`src/rtl/seg7_scan_driver.sv`:
```
// Time-multiplexed driver for a bank of common-anode 7-segment digits.
// Double-buffered BCD word, leading-zero blanking, anode dead-time.
module seg7_scan_driver #(
  parameter int NUM_DIGITS  = 4,
  parameter int REFRESH_DIV = 50000,
  parameter int GHOST_CYC   = 16
) (
  input  logic                    clk,
  input  logic                    rst_n,
  input  logic                    load,
  input  logic [4*NUM_DIGITS-1:0] bcd_in,
  input  logic [NUM_DIGITS-1:0]   dp_in,
  input  logic                    lz_blank,
  output logic [7:0]              seg_n,
  output logic [NUM_DIGITS-1:0]   an_n,
  output logic                    frame_done
);

  localparam int DW = $clog2(REFRESH_DIV);
  localparam int IW = (NUM_DIGITS > 1) ? $clog2(NUM_DIGITS) : 1;

  logic [DW-1:0]           div_cnt_q, div_cnt_d;
  logic [IW-1:0]           idx_q, idx_d;
  logic [4*NUM_DIGITS-1:0] act_bcd_q, act_bcd_d;
  logic [4*NUM_DIGITS-1:0] pnd_bcd_q, pnd_bcd_d;
  logic [NUM_DIGITS-1:0]   act_dp_q, act_dp_d;
  logic [NUM_DIGITS-1:0]   pnd_dp_q, pnd_dp_d;
  logic                    pend_q, pend_d;
  logic [7:0]              seg_q, seg_d;
  logic [NUM_DIGITS-1:0]   an_q, an_d;
  logic                    frame_q;

  logic                    slot_end;
  logic                    wrap;
  logic [NUM_DIGITS-1:0]   blank;
  logic                    zero_run;
  logic [3:0]              cur;
  logic                    cur_dp;
  logic                    cur_blank;

  function automatic logic [6:0] glyph(input logic [3:0] d);
    logic [6:0] g;
    case (d)
      4'd0:    g = 7'b0001000;
      4'd1:    g = 7'b1101101;
      4'd2:    g = 7'b0100010;
      4'd3:    g = 7'b0100100;
      4'd4:    g = 7'b1000101;
      4'd5:    g = 7'b0010100;
      4'd6:    g = 7'b0010000;
      4'd7:    g = 7'b0101101;
      4'd8:    g = 7'b0000000;
      4'd9:    g = 7'b0000100;
      default: g = 7'b1111111;
    endcase
    return g;
  endfunction

  assign slot_end = (div_cnt_q == DW'(REFRESH_DIV - 1));
  assign wrap     = slot_end && (idx_q == IW'(NUM_DIGITS - 1));

  always_comb begin
    div_cnt_d = slot_end ? '0 : div_cnt_q + 1'b1;
    idx_d     = idx_q;
    if (slot_end) begin
      idx_d = wrap ? '0 : idx_q + 1'b1;
    end
  end

  // A load on the wrap cycle bypasses pending so no frame mixes two words.
  always_comb begin
    act_bcd_d = act_bcd_q;
    act_dp_d  = act_dp_q;
    pnd_bcd_d = pnd_bcd_q;
    pnd_dp_d  = pnd_dp_q;
    pend_d    = pend_q;
    if (load && wrap) begin
      act_bcd_d = bcd_in;
      act_dp_d  = dp_in;
      pend_d    = 1'b0;
    end else if (wrap && pend_q) begin
      act_bcd_d = pnd_bcd_q;
      act_dp_d  = pnd_dp_q;
      pend_d    = 1'b0;
    end else if (load) begin
      pnd_bcd_d = bcd_in;
      pnd_dp_d  = dp_in;
      pend_d    = 1'b1;
    end
  end

  // A digit blanks when it and every digit above it are zero.
  always_comb begin
    zero_run = 1'b1;
    blank    = '0;
    for (int k = NUM_DIGITS - 1; k >= 0; k--) begin
      zero_run = zero_run && (act_bcd_q[4*k +: 4] == 4'd0);
      blank[k] = zero_run && (k != 0);
    end
  end

  always_comb begin
    cur       = 4'd0;
    cur_dp    = 1'b0;
    cur_blank = 1'b0;
    an_d      = '1;
    for (int k = 0; k < NUM_DIGITS; k++) begin
      if (idx_q == IW'(k)) begin
        cur       = act_bcd_q[4*k +: 4];
        cur_dp    = act_dp_q[k];
        cur_blank = lz_blank && blank[k];
        if (div_cnt_q >= DW'(GHOST_CYC)) begin
          an_d[k] = 1'b0;
        end
      end
    end
  end

  always_comb begin
    seg_d = {~cur_dp, glyph(cur)};
    if (cur > 4'd9) begin
      seg_d = 8'b0111_1111;
    end else if (cur_blank) begin
      seg_d[6:0] = 7'b1111111;
    end
  end

  always_ff @(posedge clk or negedge rst_n) begin
    if (!rst_n) begin
      div_cnt_q <= '0;
      idx_q     <= '0;
      act_bcd_q <= '0;
      act_dp_q  <= '0;
      pnd_bcd_q <= '0;
      pnd_dp_q  <= '0;
      pend_q    <= 1'b0;
      seg_q     <= 8'hFF;
      an_q      <= '1;
      frame_q   <= 1'b0;
    end else begin
      div_cnt_q <= div_cnt_d;
      idx_q     <= idx_d;
      act_bcd_q <= act_bcd_d;
      act_dp_q  <= act_dp_d;
      pnd_bcd_q <= pnd_bcd_d;
      pnd_dp_q  <= pnd_dp_d;
      pend_q    <= pend_d;
      seg_q     <= seg_d;
      an_q      <= an_d;
      frame_q   <= wrap;
    end
  end

  assign seg_n      = seg_q;
  assign an_n       = an_q;
  assign frame_done = frame_q;

endmodule

```
`config.mk`:
```
export PLATFORM = sky130hd
export DESIGN_NAME = seg7_scan_driver
export DESIGN_NICKNAME = d
export VERILOG_FILES = /design/src/rtl/seg7_scan_driver.sv
export SDC_FILE = /design/constraint.sdc
export NUM_CORES = 1
export LEC_CHECK = 0
export ABC_AREA = 1
export BUFFER_PORTS_ARGS = -buffer_cell sky130_fd_sc_hd__buf_2
export CAP_MARGIN = 15
export CORE_ASPECT_RATIO = 0.75
export CORE_UTILIZATION = 59
export DETAILED_ROUTE_END_ITERATION = 10
export PLACE_DENSITY_LB_ADDON = 0.05
export SYNTH_ARGS = -nofsm -noshare
export SYNTH_HDL_FRONTEND = slang
export SYNTH_SLANG_ARGS = --single-unit
```
`constraint.sdc`:
```
create_clock -name clk -period 2.5 [get_ports clk]
set_input_delay 0 -clock clk [delete_from_list [all_inputs] [get_ports clk]]
set_output_delay 0 -clock clk [all_outputs]
set_load 0.05 [all_outputs]
```
Word-level counts from Yosys, hierarchy flattened
Memories as Yosys holds them, arrays and structs flattened.
Index checks and enable logic that the tools add are counted.
{"block": "totals", "ff_bits": 72, "latchBits": 0, "ramBits": 0, "rom_bits": 112, "input_bits": 24, "output_inout_bits": 13, "word_cells": 65, "n_memories": 1}
{"block": "op_classes", "addsub": 2, "multipliers": 0, "div_mod_pow": 0, "magnitude_cmp": 2, "n_eq_ne": 4, "n_shift": 0, "n_mux": 28, "bitwise_logic": 3, "reduce_logical": 15}
{"name": "(no name shown)", "words": 16, "width": 7, "rd": 1, "rd_clocked_by_memory_dff": 0, "wr": 0, "line": "43", "source": "case (d)"}
{"operator": "$mux 16", "count": 3}
{"operator": "$mux 4", "count": 6}
{"operator": "$add 16x1->16 const B", "count": 1}
{"operator": "$eq 16x16->1 const B", "count": 1}
{"operator": "$ge 16x5->1 const B", "count": 1}
{"operator": "$mux 1", "count": 16}
{"operator": "$mux 7", "count": 2}
{"operator": "$logic_not 4->1", "count": 3}
{"operator": "$logic_and 1x1->1", "count": 8}
{"operator": "$eq 2x2->1 const B", "count": 2}
{"operator": "$gt 4x4->1 const B", "count": 1}
{"operator": "$not 1->1", "count": 3}
{"operator": "$reduce_and 3->1", "count": 1}
{"operator": "$reduce_bool 3->1", "count": 1}
{"operator": "$add 2x1->2 const B", "count": 1}
{"operator": "$eq 2x1->1 const B", "count": 1}
{"operator": "$logic_not 2->1", "count": 1}
{"operator": "$mux 2", "count": 1}
{"operator": "$reduce_bool 2->1", "count": 1}

Longest topological paths before layout
{"block": "logic_depth", "word_depth": 9, "mapped_depth": 14, "depth_no_buf": 13}

Worst setup path after synthesis
Ideal clock, no wire load.
{"block": "synth_path", "kind": "reg2reg", "from": "register idx_q[0]", "to": "register seg_q[0], in the netlist seg_n[0]", "setup_time_ns": 0.060, "arrival_time_ns": 1.776, "t_required_ns": 2.440, "slack_ns": 0.664, "stages_incl_launch_ff": 15, "n_path_buf": 1, "period_less_slack_ns": 1.836, "cell_sequence": "dfrtp_1 inv_1 ha_1 buf_4 inv_1 nor2_1 nor2_1 a21oi_2 inv_1 ha_1 inv_1 nand2_1 nand2_1 nand2_1 nand2_1"}
{"block": "synth_via", "elab_chain_cells": 8, "elab_cells_between_ends": 15, "cone_classes": "order compare (1); eq/ne (3); mux (9); reduce/logical (1); memory (1)"}
{"item": "start: declaration", "line": "23", "source": "logic [IW-1:0] idx_q, idx_d;"}
{"item": "start signal: assignment", "line": "142", "source": "idx_q <= idx_d;"}
{"item": "$logic_not 2->1", "line": "108", "source": "if (idx_q == IW'(k)) begin"}
{"item": "$mux 4 (4 in series)", "line": "108"}
{"item": "$mem_v2 16x7"}
{"item": "$mux 7", "line": "123", "source": "end else if (cur_blank) begin"}
{"item": "$mux 7 *", "line": "121", "source": "if (cur > 4'd9) begin"}
{"item": "via seg_d[0]", "line": "29", "source": "logic [7:0] seg_q, seg_d;"}
{"item": "end signal: assignment", "line": "148", "source": "seg_q <= seg_d;"}
{"item": "end: declaration", "line": "29"}
The timed path passes the listed nets; every way through them passes the cells marked *.
A chain may end at the register's enable or synchronous reset.

Final worst setup path
Ends and elaborated chain as after synthesis.

==> flow_metrics.tcl <==
set metrics [dict create \
    synth-compound-area-share_pct 6.39 \
    tightest_slew_ps 666 \
    dp_hpwl_um 5470 \
    setup_viol 0 \
    yosysUniqueCellTypes 32 \
    path_buf_inv 4 \
    n_fill_cell 493 \
    grt_setup_unrepaired "no" \
    min_period_ps 2220 \
    final_common_cell "nand2_1" \
    cts-htree-levels 3 \
    yosys-mux-area-fraction_pct 0 \
    num-nets-final 580 \
    clock_sinks 72 \
    cp_top_family "adder cells" \
    syn_avg_cell_area_um2 7.63 \
    clock_path_buffers 2 \
    first_pass_iters 5 \
    fin_skew_ps 9.75 \
    grt_max_degree 47 \
    drt-vias-per-instance 5.08 \
    yosys_warnings 0 \
    synth-seq-area-share_pct 48.3 \
    yosys.area.top_type "dfrtp_1" \
    design.die.area_um2 6700 \
    post_cts_resized 0 \
    mostFrequentLayoutCells "nand2_1 (156), nor2_1 (68), dfrtp_1 (60), inv_1 (57), buf_2 (36)" \
    cts_made_buffers 9 \
    synthTopCellsByArea "dfrtp_1 (40%), nand2_1 (16%), dfstp_2 (8.4%)" \
    power_mw 2.20 \
    gr-total-overflow 0 \
    place_congestion 0.917 \
    antenna_found_initial 0 \
    synth-xor-area-share_pct 1.16 \
    num_io_pins 37 \
    rows 24 \
    synth_fa_ha_area_share_pct 2.33 \
    vias 3212 \
    design_area_um2 4380 \
    drc 0 \
    end_kind "flip-flop" \
    portBuffers 36 \
    critPathLaunchType "flip-flop" \
    worst_slack_ps 280 \
    critical-path-slowest-cell "dfrtp_1" \
    drv_slew 0 \
    required_ps 2800 \
    hold_violations 0 \
    setup-tns-final_ps 0 \
    r2r_start "idx_q[0]" \
    drt-initial-drc-count 228 \
    grt_use_total_pct 27.6 \
    die_h_um 71.1 \
    wirelength_um 8130 \
    post-place-ws_ps 330 \
    start_util_pct 62.9 \
    max_stage_delay_ps 430 \
    grt_pass1_vias 3114 \
    crit_type "flip-flop to flip-flop" \
    ant_nets 0 \
    fmax_mhz 450 \
    dpl_cell_area_um2 3990 \
    syn_to_final_growth_pct 16.4 \
    multi_input_area_um2 1620 \
    netlist_instances 493 \
    cellLeakagePower_nw 2.41 \
    yosys.area_share.simple_pct 33.1 \
    post-cts-setup-buffer-count 0 \
    crit_start "idx_q[0]" \
    period_share_pct 88.8 \
    wl_per_cell_um 12.9 \
    slew_headroom_pct 55.5 \
    outcome "finished, final reports clean" \
    root_buffer "clkbuf_8" \
    syn_nets 524 \
    clk_pin_slew_worst_paths_ps 80 \
    drive_gt1_share_pct 18.2 \
    synth_top_area_share_pct 39.9 \
    path_max_fanout 8 \
    grt_pass1_wl_um 13900 \
    core_um2 5980 \
    holdCritStartpoint "lz_blank" \
    arrival_ps 2520 \
    maxCapViolations 0 \
    diodes 0 \
    synth_top_family_by_area "simple AND/OR/NAND/NOR gates" \
    cts_tree "built" \
    ir_drop_v 0.000382 \
    clk_latency_ps 360 \
    die_w_um 94.2 \
    seq_area_um2 1820 \
    ys_ff_latch 72 \
    hp-class "input pin to flip-flop" \
    p_per_area_nw_per_um2 502 \
    path_cells "inv_1, ha_1, inv_1, nor2_1, nor2_1, a21oi_2, inv_1, ha_1, inv_1, nand2_1, nand2_1, nand2_1, nand2_1" \
    netlist_area_um2 3760 \
]
power breakdown:
group	internal, mW	total, mW	switching, mW
Clock	0.412	0.837	0.425
Sequential	1.19	1.20	0.00817
Combinational	0.0676	0.160	0.0923
Total	1.67	2.20	0.526
synth_stat cells (all sizes together):
| master | n |
|---|---|
| nand2 | 157 |
| nor2 | 93 |
| dfrtp | 60 |
| inv | 59 |
| a21oi | 32 |
| nand3 | 22 |
| buf | 14 |
| dfstp | 12 |
| o21ai | 10 |
| ha | 7 |
| nand4 | 6 |
| nor3 | 4 |
| xor2 | 4 |
| or2 | 3 |
| clkbuf | 2 |
| nor4 | 2 |
| a41oi | 1 |
| clkinv | 1 |
| nand3b | 1 |
| o211a | 1 |
| o31ai | 1 |
| xnor2 | 1 |
worst register-to-register path: cells and delay by family (launching register included):
| family | cells | cell delay [ps] |
|---|---|---|
| flip-flops | 1 | 430 |
| AND/OR/NAND/NOR | 6 | 390 |
| AO/OA/AOI/OAI | 1 | 290 |
| adder cells (fa/ha/maj) | 2 | 640 |
| buffers and inverters | 4 | 440 |
stage by stage:
| step | hold slack [ps] | std cells | utilization (%) |
|---|---|---|---|
| finish | 37.5 | 632 | 73.2 |
| global route | 35.9 | 632 | 73.2 |
| CTS | 26.4 | 632 | 73.2 |
| detailed placement | 47.0 | 595 | 66.8 |
| global placement | 37.6 | 595 | 66.8 |
| floorplan | -296 | 493 | - |
repair_timing:
action | in CTS | in global routing
hold buffers | 21 | 0
hold endpoints to repair | 44 | 0
endpoints found under the setup margin | 0 | 0
flip-flops by register name (all words and copies together) (netlist names):
register,cells
seg_n,8
pnd_bcd_q,16
div_cnt_q,16
act_dp_q,4
frame_done,1
pnd_dp_q,4
idx_q,2
pend_q,1
act_bcd_q,16
an_n,4
area by class of cell:
cell class | instances | share of cell area, %
clock buffers | 13 | 3.63
clock inverters | 3 | 0.400
inverters | 60 | 5.15
multi-input cells | 345 | 36.9
flip-flops and latches | 72 | 41.5
well taps | 78 | 2.23
repair buffers | 61 | 10.2
logic make-up after synthesis:
group,after synthesis
compound gates,45
xor+xnor,5
fa+ha+maj,7
buf+inv,76
flops,72
simple gates,288
worst paths after layout:
kind                       depth (start not counted)  slack (ps)      endpoint
max                                               13         280      seg_n[0]
min                                                5          40      seg_n[2]
max reg2reg                                       13         280      seg_n[0]
min reg2reg                                        2         490  act_bcd_q[4]
max in group asynchronous                          3        1660   act_dp_q[3]
min in group asynchronous                          2         190      idx_q[1]
per-layer routing:
| metal | global-route usage [%] | share of wire, % | up-vias |
|---|---|---|---|
| li1 | - | - | 1625 |
| met1 | 37.3 | 48 | 1462 |
| met2 | 42.7 | 44 | 109 |
| met3 | 8.17 | 5.8 | 16 |
| met4 | 9.57 | 1.9 | 0 |
| met5 | 0 | 0 | - |
Note: power is estimated with default switching activity, not from simulation.
